[src/rtl/btn_pkg.sv]
// Shared definitions for the button event path.
//   - State encoding for button_event_fsm (IDLE / HELD / LONG).
//   - min_cnt_w(): smallest timer width able to hold max(long, repeat) - 1.
package btn_pkg;

  localparam logic [1:0] ST_IDLE = 2'd0;
  localparam logic [1:0] ST_HELD = 2'd1;
  localparam logic [1:0] ST_LONG = 2'd2;

  typedef enum logic [1:0] {
    S_IDLE = ST_IDLE,
    S_HELD = ST_HELD,
    S_LONG = ST_LONG
  } btn_state_e;

  // The timer only ever counts up to max-1, so $clog2(max) bits are enough.
  // The result is never less than 1 bit.
  function automatic int min_cnt_w(input int long_time, input int repeat_time);
    int mx;
    mx = (long_time > repeat_time) ? long_time : repeat_time;
    return (mx <= 2) ? 1 : $clog2(mx);
  endfunction

endpackage

[src/rtl/edge_detect.sv]
// Rising/falling edge detector for a level that is already synchronous to clk.
// Ports:
//   clk    in   clock, posedge
//   reset  in   asynchronous, active-high; clears the history register
//   d      in   synchronous level
//   rise   out  d & ~d_q  (combinational)
//   fall   out  ~d & d_q  (combinational)
// After reset the history register is 0. A level that is already high
// therefore shows up as one rise on the first clock edge.
module edge_detect (
  input  logic clk,
  input  logic reset,
  input  logic d,
  output logic rise,
  output logic fall
);

  logic d_q;

  always_ff @(posedge clk or posedge reset) begin
    if (reset) d_q <= 1'b0;
    else       d_q <= d;
  end

  assign rise = d & ~d_q;
  assign fall = ~d & d_q;

endmodule

[src/rtl/button_event_fsm.sv]
// Converts the debounced switch level into single-cycle events.
// The events are press, release, long-press and auto-repeat while held.
// A wrapping press counter is also kept here.
// Ports:
//   clk            in   system clock, posedge
//   reset          in   asynchronous, active-high
//   sw_db          in   debounced switch level, synchronous to clk
//   clear_count    in   synchronous clear of press_count
//   press_pulse    out  1-cycle pulse after a 0->1 of sw_db
//   release_pulse  out  1-cycle pulse after a 1->0 of sw_db
//   long_pulse     out  1-cycle pulse once held for LONG_TIME cycles
//   repeat_pulse   out  1-cycle pulse every REPEAT_TIME cycles after long_pulse
//   held           out  high while the button is considered pressed
//   press_count    out  number of presses, wraps
// All outputs are registered.
//
// state  | meaning
// -------+----------------------------------------------------------
// IDLE   | button released, waiting for a rise
// HELD   | pressed, timing toward long_pulse
// LONG   | long-press reached, emitting repeat_pulse every REPEAT_TIME
module button_event_fsm
  import btn_pkg::*;
#(
  parameter int LONG_TIME   = 50_000_000,
  parameter int REPEAT_TIME = 10_000_000,
  parameter int CNT_W       = 27,
  parameter int PCNT_W      = 8
) (
  input  logic              clk,
  input  logic              reset,
  input  logic              sw_db,
  input  logic              clear_count,
  output logic              press_pulse,
  output logic              release_pulse,
  output logic              long_pulse,
  output logic              repeat_pulse,
  output logic              held,
  output logic [PCNT_W-1:0] press_count
);

  localparam logic [CNT_W-1:0] LONG_TC = CNT_W'(LONG_TIME - 1);
  // With repeat disabled the terminal count is never compared. It is held
  // at 0 so that no negative value is ever cast.
  localparam logic [CNT_W-1:0] REP_TC =
    (REPEAT_TIME == 0) ? '0 : CNT_W'(REPEAT_TIME - 1);

  logic             rise;
  logic             fall;
  logic             press_ev;
  btn_state_e       state;
  logic [CNT_W-1:0] timer;

  edge_detect u_edge (
    .clk   (clk),
    .reset (reset),
    .d     (sw_db),
    .rise  (rise),
    .fall  (fall)
  );

  // In HELD/LONG the history bit is always 1, so a rise can only occur in IDLE.
  assign press_ev = (state == S_IDLE) && rise;

  always_ff @(posedge clk or posedge reset) begin
    if (reset) begin
      state         <= S_IDLE;
      timer         <= '0;
      press_pulse   <= 1'b0;
      release_pulse <= 1'b0;
      long_pulse    <= 1'b0;
      repeat_pulse  <= 1'b0;
      held          <= 1'b0;
      press_count   <= '0;
    end else begin
      press_pulse   <= 1'b0;
      release_pulse <= 1'b0;
      long_pulse    <= 1'b0;
      repeat_pulse  <= 1'b0;

      case (state)
        S_IDLE: begin
          if (rise) begin
            press_pulse <= 1'b1;
            held        <= 1'b1;
            timer       <= '0;
            state       <= S_HELD;
          end
        end
        S_HELD: begin
          // fall wins over long on the same edge
          if (fall) begin
            release_pulse <= 1'b1;
            held          <= 1'b0;
            timer         <= '0;
            state         <= S_IDLE;
          end else if (timer == LONG_TC) begin
            long_pulse <= 1'b1;
            timer      <= '0;
            state      <= S_LONG;
          end else begin
            timer <= timer + 1'b1;
          end
        end
        S_LONG: begin
          if (fall) begin
            release_pulse <= 1'b1;
            held          <= 1'b0;
            timer         <= '0;
            state         <= S_IDLE;
          end else if (REPEAT_TIME != 0) begin
            if (timer == REP_TC) begin
              repeat_pulse <= 1'b1;
              timer        <= '0;
            end else begin
              timer <= timer + 1'b1;
            end
          end
        end
        default: begin
          state <= S_IDLE;
          held  <= 1'b0;
          timer <= '0;
        end
      endcase

      // clear takes effect first, so a coincident press leaves a count of 1
      if (clear_count)
        press_count <= press_ev ? PCNT_W'(1) : '0;
      else if (press_ev)
        press_count <= press_count + 1'b1;
    end
  end

endmodule

[config.mk]
export PLATFORM = sky130hd
export DESIGN_NAME = button_event_fsm
export DESIGN_NICKNAME = d
export VERILOG_FILES = /design/src/rtl/btn_pkg.sv /design/src/rtl/edge_detect.sv /design/src/rtl/button_event_fsm.sv
export SDC_FILE = /design/constraint.sdc
export NUM_CORES = 1
export LEC_CHECK = 0
export CAP_MARGIN = 20
export CORE_MARGIN = 5
export CORE_UTILIZATION = 43
export CTS_BUF_LIST = sky130_fd_sc_hd__clkbuf_16
export CTS_CLUSTER_DIAMETER = 120
export DETAILED_ROUTE_END_ITERATION = 12
export PLACE_DENSITY = 0.59
export SYNTH_ARGS = -nofsm -noshare
export SYNTH_HDL_FRONTEND = slang
export SYNTH_SLANG_ARGS = --single-unit
[constraint.sdc]
create_clock -name clk -period 6.64 [get_ports clk]
set_input_delay 1.328 -clock clk [delete_from_list [all_inputs] [get_ports clk]]
set_output_delay 1.328 -clock clk [all_outputs]
set_load 0.02 [all_outputs]
==> summary.txt <==
Result of the run: complete, no violations
Overall die area: 6950 µm²
Share of the cycle needed by the critical path after routing: 52.1%
GR Util All Layers: 15.7%
Initial Utilization: 44.8%
Top cells by area in the synthesized netlist: sky130_fd_sc_hd__dfrtp_1 46%, sky130_fd_sc_hd__xnor2_1 5.3%, sky130_fd_sc_hd__a21oi_1 4.3%, sky130_fd_sc_hd__nand2_1 4.2%, sky130_fd_sc_hd__xor2_1 3.4%
Post-CTS setup buffer count: 0
Met2 Usage GRT: 24.4%
Avg Synthesized Cell Area: 9.41 µm²
Max-capacitance violation count: 0
Cell-by-cell listing of the critical path: clkdlybuf4s50_1 -> nand2b_1 -> nand2_1 -> a31oi_1 -> o21ai_1 -> buf_4 -> o311ai_1
Via count of the routed design: 1833
Capturing element type of the critical path: flop
Clk sink count: 43
Portion of the post-synthesis area used by sequential elements: 46.5%
Final hold violations: 0
Post-cts hold buffer count: 0
CP arrival: 3640 ps
Synthesized net count: 255
Worst Hold Depth: 1
Hold_ws: 511 ps
Met1 usage in global routing: 21.7%
Relative slew margins: 48.0%
Maximum achievable frequency: 289 MHz
Hold crit path type: flop to flop
Post-synthesis instance area: 2320 µm²
Count of cell types in the netlist: 38
Global-route wire length before repair: 9.03 mm
Worst clock skew: 3.97 ps
Vias in the first global route: 1839
Layout overhead on the synthesized area: 14.5%
Antenna diode count: 0
Layout cells sized above 1: 3.89%
Number of instances in the synthesized netlist: 246
Wirelength per Cell: 15.4 µm
Aggregate negative setup slack: 0 ps
Count of flip-flops with a built-in enable after synthesis: 0
Vias/cell: 5.61
Layout net count: 267
Met3 GRT Util: 3.96%
FF-to-FF setup slack: 3820 ps
Cells resized by post-CTS repair: 0
Deepest level of the CTS H-tree: 2
Core Footprint: 5170 µm²
Worst-path cell with the longest stage delay: sky130_fd_sc_hd__a31oi_1
Port Buffer Count: 16
Count of standard-cell rows: 26
Largest area contributor in the netlist: sky130_fd_sc_hd__dfrtp_1
Count of synthesis-stage warnings from yosys: 0
Highest-utilization routing layer at the global route stage: met2
Floorplan die width: 83.4 µm
Remaining number of nets flagged by the antenna check after routing: 0
Top_reg_cell synth: sky130_fd_sc_hd__dfrtp_1
Root Buffer: sky130_fd_sc_hd__clkbuf_16
Fraction of registers with async set or reset after synthesis: 100%
Data required time of the critical path: 6820 ps
IO Count: 17
Initial DRC count: 93
Detailed-placement wirelength estimate: 3.52 mm
Largest net degree at the start of global routing: 44
CTS clk-pin slew, worst paths: 60 ps
DRC violations left: 0
CP startpoint kind: primary input
Largest fanout on the critical path: 13
Overall overflow remaining after global route: 0
Worst-case setup slack after placement: 2900 ps
Initial antenna violation count: 0
VDD IR max: 0.000149 V
Fraction of synthesized cell area taken by the top area cell type: 46.5%
Post-synthesis register bit count: 43
Power Dens Cells: 253 nW/µm²
Post-detailed-routing wire length: 5.03 mm
Number of filler instances in the final layout: 470
TritonCTS clock tree: yes
Transition time of the tightest slew-check pin: 776 ps
Max clock buf depth: 2
Final standard cell utilization of the core: 51.3%
Vertical extent of the die: 83.4 µm
Type of the worst setup path: primary input to flop
Delay contributed by the slowest stage of the critical path: 590 ps
Setup repair after global routing missed its margin: no
Count of pins over their slew limit: 0
Final setup vio count: 0
Smallest setup slack after layout: 3180 ps
Clock latency of the later-clocked register in the worst-skew pair: 280 ps
CTS Buf Count: 5
Post-route minimum period: 3460 ps
Leakage: 1.07 nW
Number of detailed-routing iterations run before antenna repair: 4
GPL Wtd Cong: 0.851
Logic depth of the worst register-to-register path: 6
[metal layers]
layer / vias to the layer above / part of all wire, % / wire (µm)
li1: 912 / - / -
met1: 879 / 49 / 2460
met2: 40 / 46 / 2340
met3: 2 / 4.2 / 211
met4: 0 / 0.50 / 25
met5: - / 0 / 0
[final cells by class]
type	instances	area, µm²	share of cell area [%]
Clock buffer	5	125	4.72
Clock inverter	1	3.75	0.142
Inverter	9	33.8	1.27
Multi-Input combinational cell	181	1150	43.4
Sequential cell	43	1080	40.6
Tap cell	70	87.6	3.30
Timing Repair Buffer	18	175	6.61
[stage by stage]
stage	cell area (µm²)	total power [mW]	instances
6_report	2650	0.671	327
5_1_grt	2650	0.714	327
4_1_cts	2650	0.682	327
3_5_place_dp	2520	0.455	321
3_3_place_gp	2520	0.454	321
2_1_floorplan	2320	0.410	246
[cells by family after synthesis]
logic type | synth area share (%)
buffers and inverters | 3.89
AO/OA/AOI/OAI | 11.7
flip-flops | 46.5
XOR/XNOR | 8.70
multiplexers | 1.78
adder cells (fa/ha/maj) | 2.70
AND/OR/NAND/NOR | 24.8
[worst paths after layout]
check	from	to
worst max-delay path	sw_db	timer[2]
worst min-delay path	u_edge.d_q	held
worst max register to register	timer[21]	timer[24]
worst min register to register	u_edge.d_q	held
max in group asynchronous	reset	timer[23]
min in group asynchronous	reset	state[0]
[sequential cells by signal, indices dropped and copies added (netlist names)]
name	cells
press_pulse	1
timer	27
release_pulse	1
long_pulse	1
state	2
press_count	8
held	1
u_edge.d_q	1
repeat_pulse	1
[critical path, delay by kind of cell]
kind | cells | cell delay, ps
AOI/OAI and AO/OA | 3 | 1200
and+or+nand+nor | 2 | 250
buffers and inverters | 2 | 840
[where the power goes]
group | switching [mW] | leakage [nW] | internal (mW)
registers | 0.0114 | 0.592 | 0.277
clock network | 0.0897 | 0.0669 | 0.134
logic | 0.111 | 0.408 | 0.0483
[synth_stat cells, types with 9 or more instances]
library cell / count
sky130_fd_sc_hd__a21oi_1: 20
sky130_fd_sc_hd__clkbuf_1: 10
sky130_fd_sc_hd__dfrtp_1: 43
sky130_fd_sc_hd__inv_1: 9
sky130_fd_sc_hd__nand2_1: 26
sky130_fd_sc_hd__nand3_1: 12
sky130_fd_sc_hd__nand4_1: 11
sky130_fd_sc_hd__nor2_1: 17
sky130_fd_sc_hd__nor3_1: 9
sky130_fd_sc_hd__xnor2_1: 14
sky130_fd_sc_hd__xor2_1: 9
[cells in the final DEF, fill, tap and decap left out, types with 2 or more instances in the layout]
master / count
sky130_fd_sc_hd__nor3_1: 9
sky130_fd_sc_hd__ha_1: 5
sky130_fd_sc_hd__nor2_1: 17
sky130_fd_sc_hd__and2_1: 4
sky130_fd_sc_hd__o221ai_1: 4
sky130_fd_sc_hd__a31oi_1: 3
sky130_fd_sc_hd__xor2_1: 9
sky130_fd_sc_hd__nor4_1: 6
sky130_fd_sc_hd__o2111ai_1: 2
sky130_fd_sc_hd__nand4_1: 11
sky130_fd_sc_hd__nand2_1: 26
sky130_fd_sc_hd__clkdlybuf4s50_1: 16
sky130_fd_sc_hd__nand3_1: 12
sky130_fd_sc_hd__o21ai_1: 4
sky130_fd_sc_hd__a21oi_1: 20
sky130_fd_sc_hd__mux2i_1: 3
sky130_fd_sc_hd__dfrtp_1: 43
sky130_fd_sc_hd__and3_1: 4
sky130_fd_sc_hd__xnor2_1: 14
sky130_fd_sc_hd__and4_1: 6
sky130_fd_sc_hd__nand2b_1: 3
sky130_fd_sc_hd__o311ai_1: 3
sky130_fd_sc_hd__buf_4: 2
sky130_fd_sc_hd__inv_1: 9
sky130_fd_sc_hd__o211ai_1: 2
sky130_fd_sc_hd__clkbuf_16: 5
sky130_fd_sc_hd__o21ai_0: 3
(Power assumes the default switching activity.)
